`src/rtl/io_port_ctrl.sv`:
```
// io_port_ctrl: CPU-mapped IO port. It has a 4-deep TX FIFO (written at BASE),
// a one-word RX holding register (read at BASE) and a status word (read at BASE+1).
module io_port_ctrl #(
  parameter logic [15:0] BASE = 16'h0000
) (
  input  logic        clk,
  input  logic        reset,
  input  logic [15:0] addr,
  input  logic [15:0] bus_in,
  input  logic        DI,
  input  logic        DO,
  output logic [15:0] bus_out,
  output logic        bus_oe,
  output logic [15:0] tx_data,
  output logic        tx_valid,
  input  logic        tx_ready,
  input  logic [15:0] rx_data,
  input  logic        rx_valid,
  output logic        rx_ready
);

  localparam logic [15:0] STAT_ADDR = BASE + 16'd1;

  logic [15:0] fifo_q [4];
  logic [1:0]  rd_ptr_q, rd_ptr_d;
  logic [1:0]  wr_ptr_q, wr_ptr_d;
  logic [2:0]  count_q, count_d;
  logic        rx_full_q, rx_full_d;
  logic [15:0] rx_hold_q, rx_hold_d;
  logic        ovf_q, ovf_d;

  logic wr_cyc, rd_cyc, push_req, data_rd, stat_rd;
  logic tx_empty, tx_full, pop, push, ovf_evt, capture;

  // DI wins over DO, so a read cycle needs DI low.
  assign wr_cyc   = DI;
  assign rd_cyc   = DO & ~DI;
  assign push_req = wr_cyc & (addr == BASE);
  assign data_rd  = rd_cyc & (addr == BASE);
  assign stat_rd  = rd_cyc & (addr == STAT_ADDR);

  assign tx_empty = (count_q == 3'd0);
  assign tx_full  = (count_q == 3'd4);
  assign tx_valid = ~tx_empty;
  assign tx_data  = fifo_q[rd_ptr_q];
  assign rx_ready = ~rx_full_q;

  // A pop in the same cycle makes room, so a full FIFO can still accept a push.
  assign pop      = tx_valid & tx_ready;
  assign push     = push_req & (~tx_full | pop);
  assign ovf_evt  = push_req & tx_full & ~pop;
  // rx_ready is low while full, so capture and a clearing data read never overlap.
  assign capture  = rx_valid & ~rx_full_q;

  // Next-state for pointers, occupancy, RX holding register and sticky overflow.
  always_comb begin
    rd_ptr_d  = rd_ptr_q;
    wr_ptr_d  = wr_ptr_q;
    count_d   = count_q;
    rx_full_d = rx_full_q;
    rx_hold_d = rx_hold_q;
    ovf_d     = ovf_q;
    if (pop)  rd_ptr_d = rd_ptr_q + 2'd1;
    if (push) wr_ptr_d = wr_ptr_q + 2'd1;
    if (push && !pop)      count_d = count_q + 3'd1;
    else if (pop && !push) count_d = count_q - 3'd1;
    if (data_rd && rx_full_q) begin
      rx_full_d = 1'b0;
    end else if (capture) begin
      rx_full_d = 1'b1;
      rx_hold_d = rx_data;
    end
    // An overflow in the same cycle as a status read keeps the flag set.
    if (ovf_evt)      ovf_d = 1'b1;
    else if (stat_rd) ovf_d = 1'b0;
  end

  // Control state register with synchronous reset.
  always_ff @(posedge clk) begin
    if (reset) begin
      rd_ptr_q  <= 2'd0;
      wr_ptr_q  <= 2'd0;
      count_q   <= 3'd0;
      rx_full_q <= 1'b0;
      rx_hold_q <= 16'h0000;
      ovf_q     <= 1'b0;
    end else begin
      rd_ptr_q  <= rd_ptr_d;
      wr_ptr_q  <= wr_ptr_d;
      count_q   <= count_d;
      rx_full_q <= rx_full_d;
      rx_hold_q <= rx_hold_d;
      ovf_q     <= ovf_d;
    end
  end

  // FIFO storage is left uninitialised; only the pointers define its contents.
  always_ff @(posedge clk) begin
    if (!reset && push) fifo_q[wr_ptr_q] <= bus_in;
  end

  // Read mux, combinational from the bus controls with zero latency.
  always_comb begin
    bus_oe  = 1'b0;
    bus_out = 16'h0000;
    if (data_rd) begin
      bus_oe  = 1'b1;
      bus_out = rx_full_q ? rx_hold_q : 16'h0000;
    end else if (stat_rd) begin
      bus_oe  = 1'b1;
      bus_out = {12'b0, ovf_q, rx_full_q, tx_empty, tx_full};
    end
  end

endmodule

```
`config.mk`:
```
export PLATFORM = sky130hd
export DESIGN_NAME = io_port_ctrl
export DESIGN_NICKNAME = d
export VERILOG_FILES = /design/src/rtl/io_port_ctrl.sv
export SDC_FILE = /design/constraint.sdc
export NUM_CORES = 1
export LEC_CHECK = 0
export CAP_MARGIN = 25
export CORE_MARGIN = 5
export CORE_UTILIZATION = 49
export DETAILED_ROUTE_END_ITERATION = 16
export GPL_TIMING_DRIVEN = 0
export PLACE_DENSITY = 0.75
export SLEW_MARGIN = 5
export SYNTH_ARGS = -nofsm -noshare
export SYNTH_HDL_FRONTEND = slang
export SYNTH_SLANG_ARGS = --single-unit
```
`constraint.sdc`:
```
create_clock -name clk -period 5.5 [get_ports clk]
set_clock_uncertainty 0.15 [all_clocks]
set_input_delay 0.825 -clock clk [delete_from_list [all_inputs] [get_ports clk]]
set_output_delay 0.825 -clock clk [all_outputs]
set_load 0.01 [all_outputs]
```
==> results of run 1 <==
[path summary, 6_finish.rpt]
path                     start      endpoint  slack (ps)  cells after the start
setup / recovery       addr[1]    bus_out[9]         830                      7
hold / removal    rx_hold_q[6]  rx_hold_q[6]         300                      2
setup reg to reg    count_q[0]    count_q[2]        2860                      9
hold reg to reg   rx_hold_q[6]  rx_hold_q[6]         300                      2
[tightest hold or removal path: cells and delay by family (launching register included)]
family | cells | cell delay (ps)
DFF | 1 | 310
and+or+nand+nor | 1 | 50
AOI/OAI and AO/OA | 1 | 50
[cells in the final DEF, fill, tap and decap left out, types with 5 or more instances in the layout]
master | netlist | routed
ha_1 | 5 | 5
clkbuf_8 | 0 | 9
edfxtp_1 | 64 | 64
nand2_1 | 35 | 35
and2_1 | 13 | 13
dfxtp_1 | 27 | 27
a21oi_1 | 17 | 17
clkdlybuf4s50_1 | 0 | 88
clkbuf_1 | 9 | 9
mux4_2 | 16 | 16
inv_1 | 5 | 5
nor2_1 | 9 | 9
[cells by family (layout without fill, tap and decap cells)]
| logic type | Yosys count | in the layout | share of synthesized area (%) |
|---|---|---|---|
| compound gates | 23 | 23 | 3.636 |
| xor+xnor | 4 | 4 | 0.9694 |
| fa+ha+maj | 6 | 6 | 2.285 |
| buf+inv | 17 | 125 | 1.800 |
| flops | 91 | 91 | 68.14 |
| mux | 19 | 19 | 10.94 |
| simple gates | 82 | 82 | 12.22 |
[registers in the layout, summed over array words and instances, names as in the netlist, named ones only]
signal and cells:
rx_full_q 1, wr_ptr_q 2, ovf_q 1, fifo_q 64
count_q 3, rx_hold_q 16, rd_ptr_q 2
[metrics by stage]
| step | cell area (sq um) | utilization, % | std cells | total power, mW | hold WS, ps |
|---|---|---|---|---|---|
| global placement | 4618 | 64.01 | 429 | 1.135 | 287.2 |
| global route | 4883 | 67.69 | 449 | 1.646 | 321.6 |
| detailed placement | 4683 | 64.92 | 433 | 1.140 | 291.8 |
| finish | 4883 | 67.69 | 449 | 1.563 | 304.3 |
| floorplan | 3613 | - | 242 | 0.9845 | 281.7 |
| CTS | 4883 | 67.69 | 449 | 1.583 | 303.8 |
[power by group through the flow]
stage	sequential [mW]	clock (mW)	combinational (mW)
2_1_floorplan	0.788	0	0.197
3_3_place_gp	0.791	0	0.344
3_5_place_dp	0.792	0	0.349
4_1_cts	0.776	0.457	0.350
5_1_grt	0.780	0.484	0.382
6_report	0.776	0.444	0.343
[routing by layer]
layer / track usage, % / up-vias
met1: 20.79 / 1063
li1: - / 1098
met2: 26.81 / 70
met3: 4.769 / 2
met5: 0 / -
met4: 6.398 / 0
[cell type report]
type / instances / share of cell area, %
Sequential cell: 91 / 50.42
Multi-Input combinational cell: 134 / 22.65
Timing Repair Buffer: 92 / 18.96
Clock buffer: 9 / 2.537
Tap cell: 99 / 2.537
Clock inverter: 7 / 1.563
Buffer: 11 / 0.8455
Inverter: 6 / 0.4868
==> tab_implementation.tex, run 1 <==
\begin{tabular}{lr}
\hline
Metric & Value \\
\hline
\multicolumn{2}{l}{\textbf{Timing}} \\
\quad Max Slew Vio Count & 0 \\
\quad Unrepaired setup endpoints after global routing & false \\
\quad FMAX & roughly 0.21 GHz \\
\quad Final min period & roughly 4700 ps \\
\quad Transition time at the pin with the least slew margin & between 800 and 900 ps \\
\quad Final setup violation count & 0 \\
\quad Setup Total Neg Slack & 0 ps \\
\quad Fraction of the cycle the final worst path needs & 84.92\% \\
\quad Remaining max-slew budget at the tightest pin & around 46\% \\
\quad Number of endpoints with negative hold slack in the final report & 0 \\
\quad Setup slack after layout & 829.3 ps \\
\multicolumn{2}{l}{\textbf{Critical path}} \\
\quad Worst Path Arrival & 3700 ps \\
\quad Setup Crit Path Kind & primary input to output port \\
\quad Ordered cell list for the critical path & clkdlybuf4s50\_1 -> or4\_4 -> or3\_4 -> nor4b\_4 -> clkbuf\_1 -> and2\_1 -> clkdlybuf4s50\_1 \\
\quad Cell type with the highest occurrence count on the critical path & clkdlybuf4s50\_1 \\
\quad Peak fanout along the critical path & 10 \\
\quad Max incr delay on CP & 550 ps \\
\quad Crit path max-delay cell type & clkdlybuf4s50\_1 \\
\quad CP Capture Type & output port \\
\quad Startpoint types & primary input \\
\quad Required time at the worst-slack endpoint & 4530 ps \\
\quad Sum of buffers and inverters on the critical path & 3 \\
\quad Top cell family by delay on the critical path & simple AND/OR/NAND/NOR gates \\
\multicolumn{2}{l}{\textbf{CTS}} \\
\quad Clock-pin slew reported for the worst setup and hold paths after clock tree synthesis & roughly 80 ps \\
\quad Quantity of hold-fixing buffers added after cts & 0 \\
\quad Sink count of the clock tree & 91 \\
\quad Clock root buffer master & clkbuf\_8 \\
\quad Max clock buf depth & 2 \\
\quad Skew-Pair Late Insertion Delay & 330 ps \\
\quad Depth of the CTS H-tree & 3 \\
\quad Clock buffers created by TritonCTS & 9 \\
\quad Clock tree from TritonCTS & done \\
\quad Post-CTS setup buffers & 0 \\
\quad Post\_cts resized & 0 \\
\multicolumn{2}{l}{\textbf{Global routing}} \\
\quad Largest net degree at the start of global routing & 17 \\
\quad Grt total ovfl & 0 \\
\quad Total global routing track utilization & between 10\% and 20\% \\
\quad Wire length of the first global-routing pass & between 10000 and 15000 um \\
\quad Initial antenna violation count & 0 \\
\quad Via count of the first global-routing pass & around 2400 \\
\multicolumn{2}{l}{\textbf{Routing}} \\
\quad Count of antenna-violating nets left after detailed routing & 0 \\
\quad Drt wl/cell & approximately 16 um \\
\quad Metal1 wirelength & between 3000 and 4000 um \\
\quad Final WL & between 7000 and 8000 um \\
\quad Top layer in use & met4 \\
\quad Wire length on met2 & 3453 um \\
\quad Amount of wire on met3 after detailed routing & 509 um \\
\quad 1st-pass router iterations & 4 \\
\quad Final routed DRC violation total & 0 \\
\quad Number of DRC markers after the initial detailed-route iteration & 51 \\
\quad Routed vias/inst & between 4 and 5 \\
\quad Total number of vias & between 2000 and 2500 \\
\multicolumn{2}{l}{\textbf{Layout}} \\
\quad Fillcell total & 536 \\
\quad Final \#Nets & 405 \\
\quad Area growth from synthesis to final layout & 35.15\% \\
\quad Total area of multi-input combinational cells & 0.001106 sq mm \\
\quad Share of final-layout standard cells stronger than drive strength 1 & between 10\% and 20\% \\
\quad Flip-flop and latch area & roughly 0.0025 sq mm \\
\quad Antenna Cells & 0 \\
\multicolumn{2}{l}{\textbf{Min path}} \\
\quad Worst min path class & register to register \\
\multicolumn{2}{l}{\textbf{Synth}} \\
\quad Leading cell types by total area after synthesis & edfxtp\_1 53\%, dfxtp\_1 15\%, mux4\_2 10\% \\
\quad Number of enable flip-flop cells after synthesis & 64 \\
\quad Cell with the most instances after synthesis & edfxtp\_1 \\
\quad List of most frequent post-synthesis cells & 64 x edfxtp\_1, 35 x nand2\_1, 27 x dfxtp\_1 \\
\quad Fraction of synthesized cell area taken by the top area cell type & a little over half \\
\quad Ys Warns & 0 \\
\quad Mean Syn Cell Area & 14.93 sq um \\
\quad Syn\_nets & about 300 \\
\quad Cell accounting for the most synthesized area & edfxtp\_1 \\
\quad Post-Synthesis Cells & 242 \\
\quad Post-synth design cell area & $\sim$0.0036 sq mm \\
\quad Post-synthesis sequential area ratio & between 60 and 70\% \\
\quad FF+latch count, synth & 91 \\
\quad Count of distinct cell types in the synthesized netlist & 33 \\
\quad Most instantiated flip-flop cell in the synthesis netlist & edfxtp\_1 \\
\quad Fraction of synthesis flops using an asynchronous set or reset pin & 0\% \\
\multicolumn{2}{l}{\textbf{Pwr}} \\
\quad Clock group share of total power & between 20 and 30\% \\
\quad Net switching fraction of the power & about 25\% \\
\quad Pwr per Cell Area & roughly 320 mW/mm\^{}2 \\
\quad Internal power contribution & approximately 1.2 mW \\
\quad Relative contribution of combinational cells to total power & 22.0\% \\
\quad Worst ir drop on vdd & 157.6 uV \\
\quad Switching Power & between 0.3 and 0.4 mW \\
\quad Leak & 1.633 nW \\
\quad Share of power burned in registers & about half \\
\multicolumn{2}{l}{\textbf{Floorplanning}} \\
\quad Die footprint & a little over 0.009 sq mm \\
\quad CORE AREA & between 0.007 and 0.008 sq mm \\
\quad Die height & 95.88 um \\
\quad Initial core utilization & 50.09\% \\
\quad I/O Pins & slightly below 90 \\
\quad Width of the die & between 90 and 100 um \\
\quad Count of standard-cell rows & 31 \\
\multicolumn{2}{l}{\textbf{Place}} \\
\quad Buffers on Ports & just under 90 \\
\quad Post-place setup slack & roughly 800 ps \\
\quad Final GP Congestion & approximately 0.79 \\
\quad Sum of net half-perimeters after detailed placement & 5313 um \\
\multicolumn{2}{l}{\textbf{Status}} \\
\quad Outcome & finished, final reports clean \\
\multicolumn{2}{l}{\textbf{Flow run}} \\
\quad Maximum Capacitance Violations & 0 \\
\hline
\end{tabular}
No activity file was read; power rests on OpenSTA's default activity.
==> run 2: changes to the inputs <==
Clock period 5.5 ns to 4.6 ns, I/O delays scaled along.
==> results of run 2 <==
Same layout as run 1 (identical final DEF). Status: finished, final reports clean.
Main changes from that run: setup slack after placement 803.2 ps -> 173.2 ps; setup slack after layout 829.3 ps -> 199.3 ps; register-to-register setup slack 2860 ps -> 1960 ps; total power 1.563 mW -> 1.869 mW; worst IR drop on VDD 157.6 uV -> 188.5 uV
